==> config.mk <==
export PLATFORM = sky130hd
export DESIGN_NAME = tff_toggle_arbiter_flat
export DESIGN_NICKNAME = d
export VERILOG_FILES = /design/src/rtl/tff_toggle_arbiter_if.sv /design/src/rtl/tff_toggle_arbiter.sv /design/src/flat_wrapper.sv
export SDC_FILE = /design/constraint.sdc
export NUM_CORES = 1
export LEC_CHECK = 0
export CORE_ASPECT_RATIO = 0.75
export CORE_UTILIZATION = 46
export DETAILED_ROUTE_END_ITERATION = 10
export PLACE_DENSITY_LB_ADDON = 0.1
export SYNTH_ARGS = -nofsm -noshare
export SYNTH_HDL_FRONTEND = slang
export SYNTH_SLANG_ARGS = --single-unit
export TNS_END_PERCENT = 50
==> constraint.sdc <==
create_clock -name clk -period 2.7 [get_ports clk]
set_clock_uncertainty 0.15 [all_clocks]
set_input_delay 0.54 -clock clk [delete_from_list [all_inputs] [get_ports clk]]
set_output_delay 0.54 -clock clk [all_outputs]
set_load 0.01 [all_outputs]
==> src/rtl/tff_toggle_arbiter_if.sv <==
// Handshake bundle between the requesters (master) and tff_toggle_arbiter (slave).
// Defining TFF_ARB_LOCK_EN adds the lock input for repeated toggling while granted.
interface tff_toggle_arbiter_if #(
    parameter int NREQ  = 4,
    parameter int WIDTH = 8
);
    logic [NREQ-1:0]       req;
    logic [NREQ*WIDTH-1:0] tmask;
    logic                  clr;
    logic [NREQ-1:0]       gnt;
    logic [WIDTH-1:0]      q;
    logic                  busy;
`ifdef TFF_ARB_LOCK_EN
    logic                  lock;

    modport master (output req, tmask, clr, lock, input gnt, q, busy);
    modport slave  (input req, tmask, clr, lock, output gnt, q, busy);
`else
    modport master (output req, tmask, clr, input gnt, q, busy);
    modport slave  (input req, tmask, clr, output gnt, q, busy);
`endif
endinterface

==> src/rtl/tff_toggle_arbiter.sv <==
// Round-robin arbiter that lets NREQ requesters XOR their toggle masks into one shared T-FF bank.
// Optional TFF_ARB_LOCK_EN: while lock and req[winner] stay high, the bank keeps toggling every edge.
module tff_toggle_arbiter #(
    parameter int NREQ  = 4,
    parameter int WIDTH = 8
) (
    input  logic                clk,
    input  logic                rst,
    tff_toggle_arbiter_if.slave bus
);
    localparam int PW = (NREQ > 1) ? $clog2(NREQ) : 1;

    typedef enum logic [1:0] {IDLE, APPLY, WAIT} state_t;

    state_t           r_state;
    logic [PW-1:0]    r_ptr;
    logic [PW-1:0]    r_win;
    logic [NREQ-1:0]  r_gnt;
    logic [WIDTH-1:0] r_q;
    logic             r_busy;

    logic [PW-1:0]    w_pick;
    logic [PW-1:0]    w_pick_nxt;
    logic [WIDTH-1:0] w_mask;
    logic             w_win_req;
    logic             w_relock;

    // Scan from the farthest offset down so the nearest requester at/after r_ptr wins.
    always_comb begin
        w_pick = r_ptr;
        for (int off = NREQ - 1; off >= 0; off--) begin
            logic [PW-1:0] idx;
            idx = PW'((int'(r_ptr) + off) % NREQ);
            if (bus.req[idx]) w_pick = idx;
        end
    end

    assign w_pick_nxt = (w_pick == PW'(NREQ - 1)) ? '0 : w_pick + PW'(1);
    assign w_mask     = bus.tmask[r_win*WIDTH +: WIDTH];
    assign w_win_req  = bus.req[r_win];

`ifdef TFF_ARB_LOCK_EN
    assign w_relock = bus.lock & w_win_req;
`else
    assign w_relock = 1'b0;
`endif

    always_ff @(posedge clk or negedge rst) begin
        if (!rst) begin
            r_state <= IDLE;
            r_ptr   <= '0;
            r_win   <= '0;
            r_gnt   <= '0;
            r_q     <= '0;
            r_busy  <= 1'b0;
        end else begin
            case (r_state)
                IDLE: begin
                    if (|bus.req) begin
                        r_gnt   <= {{(NREQ-1){1'b0}}, 1'b1} << w_pick;
                        r_win   <= w_pick;
                        r_ptr   <= w_pick_nxt;
                        r_state <= APPLY;
                        r_busy  <= 1'b1;
                    end
                end
                APPLY: begin
                    r_q <= r_q ^ w_mask;
                    if (w_win_req) begin
                        r_state <= WAIT;
                    end else begin
                        r_state <= IDLE;
                        r_gnt   <= '0;
                        r_busy  <= 1'b0;
                    end
                end
                WAIT: begin
                    if (w_relock) r_q <= r_q ^ w_mask;
                    if (!w_win_req) begin
                        r_state <= IDLE;
                        r_gnt   <= '0;
                        r_busy  <= 1'b0;
                    end
                end
                default: begin
                    r_state <= IDLE;
                    r_gnt   <= '0;
                    r_busy  <= 1'b0;
                end
            endcase
            // Clear beats any toggle on the same edge; the handshake itself is untouched.
            if (bus.clr) r_q <= '0;
        end
    end

    assign bus.gnt  = r_gnt;
    assign bus.q    = r_q;
    assign bus.busy = r_busy;
endmodule

==> src/flat_wrapper.sv <==
// flat-port wrapper written by rule: the top's interface ports become plain ports
module tff_toggle_arbiter_flat 
#(
    parameter int NREQ  = 4,
    parameter int WIDTH = 8
)
  (clk, rst, bus_req, bus_tmask, bus_clr, bus_gnt, bus_q, bus_busy);
  tff_toggle_arbiter_if #(.NREQ(NREQ), .WIDTH(WIDTH)) bus_i ();
  input  logic clk;
  input  logic rst;
  input wire logic [$bits(bus_i.req)-1:0] bus_req;
  input wire logic [$bits(bus_i.tmask)-1:0] bus_tmask;
  input wire logic [$bits(bus_i.clr)-1:0] bus_clr;
  output wire logic [$bits(bus_i.gnt)-1:0] bus_gnt;
  output wire logic [$bits(bus_i.q)-1:0] bus_q;
  output wire logic [$bits(bus_i.busy)-1:0] bus_busy;
  assign bus_i.req = bus_req;
  assign bus_i.tmask = bus_tmask;
  assign bus_i.clr = bus_clr;
  assign bus_gnt = bus_i.gnt;
  assign bus_q = bus_i.q;
  assign bus_busy = bus_i.busy;
  tff_toggle_arbiter #(.NREQ(NREQ), .WIDTH(WIDTH)) u_core (.clk(clk), .rst(rst), .bus(bus_i));
endmodule
Word-level counts from Yosys, hierarchy flattened
Index checks and enable logic that the tools add are counted. W data, S select, Z words.

$add $sub $neg: 4. Magnitude comparators: 5. Equal/unequal tests: 6. Shifts and indexed selects: 2. Mux-type cells: 27. Bitwise gates (word level): 1. Reduce and logical (&&, ||, !) cells: 7.

Operators by type and width (number): $shiftx A32 B6 Y8 (1); $mux W2 (8); $mux W8 (2); $lt A2 B3 Y1 const B (5); $bmux W1 S2 (5); $mux W4 (2); $pmux W4 S2 (1); $xor A8 B8 Y8 (1); $mux W1 (7); $pmux W2 S3 (1); $reduce_and A2 Y1 (3); $add A2 B1 Y2 const B (2); $add A2 B2 Y2 const B (2); $eq A2 B2 Y1 const B (2); $ne A2 B2 Y1 const B (2); $reduce_or A4 Y1 (1); $shl A1 B2 Y4 const A (1); $eq A2 B1 Y1 const B (1); $logic_not A2 Y1 (1); $ne A2 B1 Y1 const B (1); $pmux W1 S2 (1); $reduce_bool A2 Y1 (1); $reduce_or A2 Y1 (1).

Register bits after elaboration: 19. Input bits: 39. Output and inout port bits: 13. Logic and storage cells: 58.

Logic depth before layout (Yosys ltp)
Gate-level depths: netlist (run 1).

Depth after elaboration: 10. Mapped depth: 7. Depth with buffers taken out: 6.

Worst setup path before layout (run 1)
OpenSTA, ideal clock, no wires.

Kind: input-to-reg. From: in bus_req[3]. To: reg u_core.r_gnt[3] (netlist: u_core.bus.gnt[3]). Library setup time: 121 ps. Arrival: 1512 ps. Data required time: 2429 ps. Path slack: 917 ps. Stages: 7. Path buffers: 1. Cells stage by stage: buf_6 > nand3b_1 > o31ai_1 > o31a_1 > inv_1 > ha_1 > a22o_1.

Word-level cells in the longest chain between the ends: 9. Elaborated cells between the ends (all ways): 21. Those cells by class: 2 x eq/ne; 1 x shift; 16 x mux; 2 x reduce/logical.

RTL lines: start, declared (RTL line flat_wrapper.sv:11) `input wire logic [$bits(bus_i.req)-1:0] bus_req;`; $bmux W1 S2 (RTL line tff_toggle_arbiter.sv:34) `if (bus.req[idx]) w_pick = idx;`; $mux W1 (not written as such) (RTL line tff_toggle_arbiter.sv:34); $mux W2 (3 in a row) (RTL line tff_toggle_arbiter.sv:34); $mux W2 (*) (RTL line tff_toggle_arbiter.sv:34); named net u_core.w_pick[1] (RTL line tff_toggle_arbiter.sv:22) `logic [PW-1:0] w_pick;`; $shl A1 B2 Y4 (*) (RTL line tff_toggle_arbiter.sv:60) `r_gnt <= {{(NREQ-1){1'b0}}, 1'b1} << w_pick;`; $mux W4 (*) (RTL line tff_toggle_arbiter.sv:59) `if (|bus.req) begin`; $pmux W4 S2 (*) (RTL line tff_toggle_arbiter.sv:57) `case (r_state)`; end signal, assigned (RTL line tff_toggle_arbiter.sv:60); end, declared (RTL line tff_toggle_arbiter.sv:18) `logic [NREQ-1:0] r_gnt;`.

Mark *: on every way through the listed nets, which the timed path passes. The rest lies on a longest branch. The select of a mux whose other input is x is not followed. A chain may end at the register's enable or synchronous reset.

Worst setup path after layout (run 1)
From: in bus_req[2]. To: reg u_core.r_ptr[0].

Word-level cells in the longest chain between the ends: 8. Elaborated cells between the ends (all ways): 17. Those cells by class: 1 x add/sub; 1 x eq/ne; 13 x mux; 2 x reduce/logical.

RTL lines: $bmux W1 S2 (RTL line tff_toggle_arbiter.sv:34); $mux W1 (not written as such) (RTL line tff_toggle_arbiter.sv:34); $mux W2 (3 in a row) (RTL line tff_toggle_arbiter.sv:34); $mux W2 (*) (RTL line tff_toggle_arbiter.sv:34); named net u_core.w_pick[1] (RTL line tff_toggle_arbiter.sv:22); $eq A2 B2 Y1 (*) (RTL line tff_toggle_arbiter.sv:38) `assign w_pick_nxt = (w_pick == PW'(NREQ - 1)) ? '0 : w_pick + PW'(1);`; $mux W2 (*) (RTL line tff_toggle_arbiter.sv:38); end signal, assigned (RTL line tff_toggle_arbiter.sv:62) `r_ptr <= w_pick_nxt;`; end, declared (RTL line tff_toggle_arbiter.sv:16) `logic [PW-1:0] r_ptr;`.

Marks and branches as above.

==> results of run 1 <==
## layout make-up
type	count	area, µm²	area share (%)
Multi-Input combinational cell	82	717	39.0
Tap cell	36	45.0	2.45
Clock inverter	1	5.00	0.272
Clock buffer	3	41.3	2.24
Inverter	6	22.5	1.22
Sequential cell	19	475	25.9
Timing Repair Buffer	54	533	29.0
## flip-flops by register name, summed over array words and instances, names as in the netlist
name and cells:
u_core.bus.gnt 4, u_core.r_state 2, u_core.r_ptr 2, u_core.bus.q 8, u_core.bus.busy 1, u_core.r_win 2
## logic make-up after synthesis
logic type               count (synthesis)  synth area share, %
AO/OA/AOI/OAI                           23                 14.1
flip-flops                              19                 37.4
AND/OR/NAND/NOR                         33                 11.8
adder cells (fa/ha/maj)                  7                 6.88
buffers and inverters                   12                 6.29
multiplexers                            11                 18.1
XOR/XNOR                                 8                 5.51
## cells in the mapped netlist (2+ instances only)
library cell,number
mux4_2,4
buf_6,3
nor2b_1,3
nand2_1,14
a22o_1,4
mux4_1,4
o22ai_1,2
nand2b_1,2
inv_1,6
o31ai_1,2
ha_1,7
o21ai_0,8
dfrtp_1,19
xor2_1,8
nor2_1,10
## metrics by stage
| stage | utilization (%) | worst slack, ns |
|---|---|---|
| floorplan | - | 0.917 |
| global placement | 68.4 | 0.272 |
| detailed placement | 68.4 | 0.192 |
| CTS | 70.1 | 0.491 |
| global route | 70.1 | 0.390 |
| finish | 70.1 | 0.469 |
## worst min path at each step
stage | from | to | slack, ns | cells after the start
6_report | u_core.bus.busy | u_core.bus.busy | 0.33 | 1
5_1_grt | u_core.bus.busy | u_core.bus.busy | 0.38 | 1
4_1_cts | u_core.bus.busy | u_core.bus.busy | 0.33 | 1
3_5_place_dp | u_core.bus.busy | u_core.bus.busy | 0.32 | 1
3_3_place_gp | u_core.bus.busy | u_core.bus.busy | 0.31 | 1
2_1_floorplan | rst | u_core.bus.busy | 0.09 | 0
## layer usage
metal	vias up	global-route usage, %	wire [µm]
li1	508	-	-
met1	517	27.0	1370
met2	38	34.3	1340
met3	2	4.05	171
met4	0	6.98	14
met5	-	0	0
## worst register-to-register path, cell delays in order, from the launching register on
cell	delay, ns
dfrtp_1	0.59
buf_4	0.24
mux4_1	0.55
nand2_1	0.09
xor2_1	0.15
nor2_1	0.06
## power breakdown
part           switching (W)  internal [W]
logic               0.000409      0.000534
registers           0.000147      0.000412
clock network      0.0000962      0.000103
total               0.000652       0.00105
==> impl_metrics.py, run 1 <==
metrics = {
    "synthesis": {
        "synth-main-ff-cell": "dfrtp_1",
        "synth.area.top_cells": "dfrtp_1 (37%), mux4_1 (8.3%), mux4_2 (7.1%)",
        "synthArstFlopShare_pct": 100,
        "synth_edf_count": 0,
        "synthesis.nets": 159,
        "yosys.area.top_type": "dfrtp_1",
        "yosysSeqAreaShare_pct": 37.4,
        "syn-cell-area_um2": 1270,
        "syn_inst": 113,
        "ys_ff_latch": 19,
        "synth.distinct_cells": 32,
        "synth_warnings": 0,
        "synth_top_cell_area_share_pct": 37.4,
        "synth.avg_cell_area_um2": 11.3,
    },
    "run_status": {
        "status": "finished clean",
    },
    "clock_tree": {
        "cts_tree": "built",
        "cts_setup_buffers": 0,
        "h-tree-depth": 1,
        "clock_latency_ns": 0.26,
        "cts_resized": 0,
        "cts_buffer_depth": 2,
        "clock-sinks": 19,
        "clockRootBuffer": "clkbuf_8",
        "cts_buffers": 3,
        "clk_pin_slew_ns": 0.07,
        "hold_buffers": 0,
    },
    "layout": {
        "layout-drive-gt1-share_pct": 9.70,
        "mostFrequentLayoutCell": "clkdlybuf4s50_1",
        "num-fill-cells": 209,
        "final_cell_mix": "clkdlybuf4s50_1 (51), dfrtp_1 (19), nand2_1 (14)",
        "final_cells": 201,
        "area_delta_synth_final_pct": 44.5,
        "diodes": 0,
        "nets": 212,
        "post-route-cell-area_um2": 1840,
    },
    "timing": {
        "fmax_ghz": 0.448,
        "report.final.slew_viol_count": 0,
        "relSlewSlack_pct": 64.3,
        "tns_ns": 0,
        "setup-violations-final": 0,
        "fin_hold_ws_ns": 0.328,
        "period_share_pct": 82.6,
        "rsz0062_at_grt": "false",
        "finalWorstPathRequiredPeriod_ns": 2.23,
        "hold_viol_final": 0,
        "worstMarginPinSlew_ns": 0.535,
    },
    "die": {
        "die_x_um": 62.7,
        "dieArea_um2": 2980,
        "io_pins": 52,
        "core_area_um2": 2620,
        "die_h_um": 47.6,
        "start_util_pct": 48.5,
        "rows": 16,
    },
    "critical_path": {
        "arrival_ns": 2.25,
        "startpoint": "bus_req[2]",
        "crit_path_max_incr_delay_ns": 0.54,
        "slowest_stage": "clkdlybuf4s50_1",
        "cp-endpoint": "u_core.r_ptr[0]",
        "regToRegEndpoint": "u_core.bus.q[3]",
        "path_max_fanout": 6,
        "cp-end-kind": "flop",
        "path_cells": "clkdlybuf4s50_1 > nor2b_1 > o21ai_0 > o31a_1 > inv_1 > ha_1 > o31ai_1",
        "reg2reg_from": "u_core.r_win[0]",
        "crit_family": "buffers and inverters",
        "worstSetupPathType": "in2reg",
        "critPathLaunchType": "input pin",
        "cp.required_ns": 2.72,
        "crit_buf_inv": 2,
        "worstRegToRegCells": 5,
        "reg2reg_slack_ns": 0.75,
        "cp_num_cells": 7,
    },
    "place": {
        "place_area_um2": 1790,
        "dpl.cell_count": 197,
        "gp_congestion": 0.830,
        "hpwl_um": 2250,
        "port_buffers": 51,
    },
    "global_route": {
        "grt-ovfl-total": 0,
        "antenna_found_initial": 0,
        "grt_pass1_vias": 958,
        "grt_pass1_wl_um": 4520,
        "grt_usage_pct": 20.3,
        "grt_max_degree": 20,
    },
    "route": {
        "drt_iter0_drc": 28,
        "drc_errors": 0,
        "wl_um": 2890,
        "detail-route-antenna-nets": 0,
        "wl_per_cell_um": 14.4,
        "via_count": 1065,
        "viasPerCell": 5.30,
        "drtPass1Iterations": 4,
    },
    "power_and_ir_drop": {
        "ir_drop_mv": 0.385,
        "p_leak_nw": 0.803,
        "power_density_nw_per_um2": 925,
        "total_power_w": 0.00170,
    },
    "job": {
        "max_cap_violations": 0,
    },
    "hold_path": {
        "min_path_type": "reg2reg",
    },
}
Note: power is estimated with default switching activity, not from simulation.
==> inputs of run 2 (changes only) <==
CORE_UTILIZATION = 43   (was 46)
clock period = 2.2 ns   (was 2.7 ns; I/O delays follow)
==> run 2 against run 1 <==
Against the previous run:
- sequential share of layout area shrank 0.60 points
- critical path depth unchanged
- count of clock-buffer cells in the layout grew 1
- highest routed layer unchanged
- wire length decreased by 4.3%
- register-to-register slack got worse by 0.30 ns
==> impl_metrics.py, run 2 (synthesized netlist as in run 1, its figures left out) <==
metrics = {
    "critical_path": {
        "arrival_ns": 2.02,
        "regToRegEndpoint": "u_core.bus.q[0]",
        "cp.required_ns": 2.19,
        "path_max_fanout": 8,
        "worstSetupPathType": "in2reg",
        "worstRegToRegCells": 5,
        "critPathLaunchType": "input pin",
        "reg2reg_slack_ns": 0.45,
        "reg2reg_from": "u_core.r_win[0]",
        "slowest_stage": "clkdlybuf4s50_1",
        "path_cells": "clkdlybuf4s50_1 > nor2b_1 > o21ai_0 > o211a_1 > inv_1 > ha_1 > a22o_1",
        "crit_path_max_incr_delay_ns": 0.61,
        "cp-end-kind": "flop",
    },
    "timing": {
        "setup-violations-final": 0,
        "report.final.slew_viol_count": 0,
        "period_share_pct": 92.1,
        "relSlewSlack_pct": 77.2,
        "worstMarginPinSlew_ns": 0.342,
        "tns_ns": 0,
        "rsz0062_at_grt": "false",
        "hold_viol_final": 0,
        "fmax_ghz": 0.493,
        "finalWorstPathRequiredPeriod_ns": 2.03,
    },
    "layout": {
        "area_delta_synth_final_pct": 48.0,
        "nets": 218,
        "diodes": 0,
        "mostFrequentLayoutCell": "clkdlybuf4s50_1",
        "largest_register_ff_count": 8,
        "post-route-cell-area_um2": 1880,
        "layout-drive-gt1-share_pct": 12.3,
        "num-fill-cells": 226,
        "final_cell_mix": "clkdlybuf4s50_1 (51), dfrtp_1 (19), nand2_1 (14)",
    },
    "route": {
        "wl_um": 2770,
        "drt_iter0_drc": 42,
        "detail-route-antenna-nets": 0,
        "drtPass1Iterations": 4,
        "viasPerCell": 5.11,
        "wl_met2_um": 1210,
        "drc_errors": 0,
        "drt-met1-wl_um": 1320,
        "via_count": 1058,
        "dr.max_layer_used": "met4",
        "wl_per_cell_um": 13.4,
        "dr_wl_met3_um": 191,
    },
    "power_and_ir_drop": {
        "power_density_nw_per_um2": 1110,
        "total_power_w": 0.00209,
        "ir_drop_mv": 0.436,
        "p_leak_nw": 0.829,
    },
    "clock_tree": {
        "clock-sinks": 19,
        "hold_buffers": 0,
        "cts_tree": "built",
        "clock_latency_ns": 0.25,
        "clockRootBuffer": "clkbuf_8",
        "cts_resized": 0,
        "h-tree-depth": 1,
        "cts_setup_buffers": 0,
        "cts_buffer_depth": 2,
        "cts_buffers": 3,
        "clk_pin_slew_ns": 0.07,
    },
    "hold_path": {
        "min_to": "u_core.bus.busy",
        "hold_depth": 1,
        "min_path_type": "reg2reg",
        "min-delay-start": "u_core.bus.busy",
    },
    "global_route": {
        "grt_usage_pct": 19.8,
        "grt_max_degree": 20,
        "grt_pass1_vias": 1113,
        "antenna_found_initial": 0,
        "grt-ovfl-total": 0,
        "grt_pass1_wl_um": 4840,
    },
    "place": {
        "gp_congestion": 0.817,
        "hpwl_um": 2210,
        "port_buffers": 51,
        "place_area_um2": 1840,
    },
    "run_status": {
        "status": "finished clean",
    },
    "die": {
        "core_area_um2": 2700,
        "die_x_um": 64.8,
        "die_h_um": 49.1,
        "io_pins": 52,
        "rows": 16,
        "dieArea_um2": 3180,
        "start_util_pct": 47.1,
    },
    "job": {
        "max_cap_violations": 0,
    },
}
-- run 2: changes by cell type in the layout (fill, tap and decap cells not counted), sizes merged --
cell / delta
clkbuf: +1
buf: +6
clkinv: -1
-- run 2: routing by layer --
| layer | vias to the layer above | GRT usage (%) |
|---|---|---|
| met5 | - | 0 |
| li1 | 522 | - |
| met1 | 484 | 26.1 |
| met3 | 7 | 3.97 |
| met4 | 0 | 7.78 |
| met2 | 45 | 31.9 |
-- run 2: how the worst max path moves through the flow --
stage,startpoint,cells after the start,end,slack (ns)
2_1_floorplan,bus_req[3],7,u_core.bus.gnt[3],0.52
3_3_place_gp,bus_req[3],7,u_core.bus.gnt[0],-0.02
3_5_place_dp,bus_req[3],7,u_core.bus.gnt[0],-0.09
4_1_cts,bus_req[3],7,u_core.bus.gnt[0],0.19
5_1_grt,bus_req[3],7,u_core.bus.gnt[0],0.01
6_report,bus_req[3],7,u_core.bus.gnt[0],0.17
-- run 2: stage by stage --
step	cells	util [%]	worst slack [ns]	hold WS, ns
after detailed placement	203	68.0	-0.0908	0.320
after CTS	207	69.7	0.194	0.337
after global routing	207	69.7	0.0112	0.370
final	207	69.7	0.173	0.337
after floorplan	113	-	0.517	-0.00559
after global placement	203	68.0	-0.0230	0.311
-- run 2: critical path, delay by kind of cell --
family	cells	cell delay (ns)
buf+inv	2	0.70
compound gates	3	0.60
simple gates	1	0.08
fa+ha+maj	1	0.19
-- run 2: power breakdown --
group,internal (W),switching [W]
Clock,0.000129,0.000111
Combinational,0.000678,0.000527
Sequential,0.000507,0.000138
Total,0.00131,0.000776
-- run 2: final cells by class --
cell class | instances | area, µm² | share of cell area, %
Tap cell | 36 | 45.0 | 2.39
Timing Repair Buffer | 60 | 578 | 30.7
Clock buffer | 4 | 45.0 | 2.39
Multi-Input combinational cell | 82 | 717 | 38.1
Inverter | 6 | 22.5 | 1.20
Sequential cell | 19 | 475 | 25.2
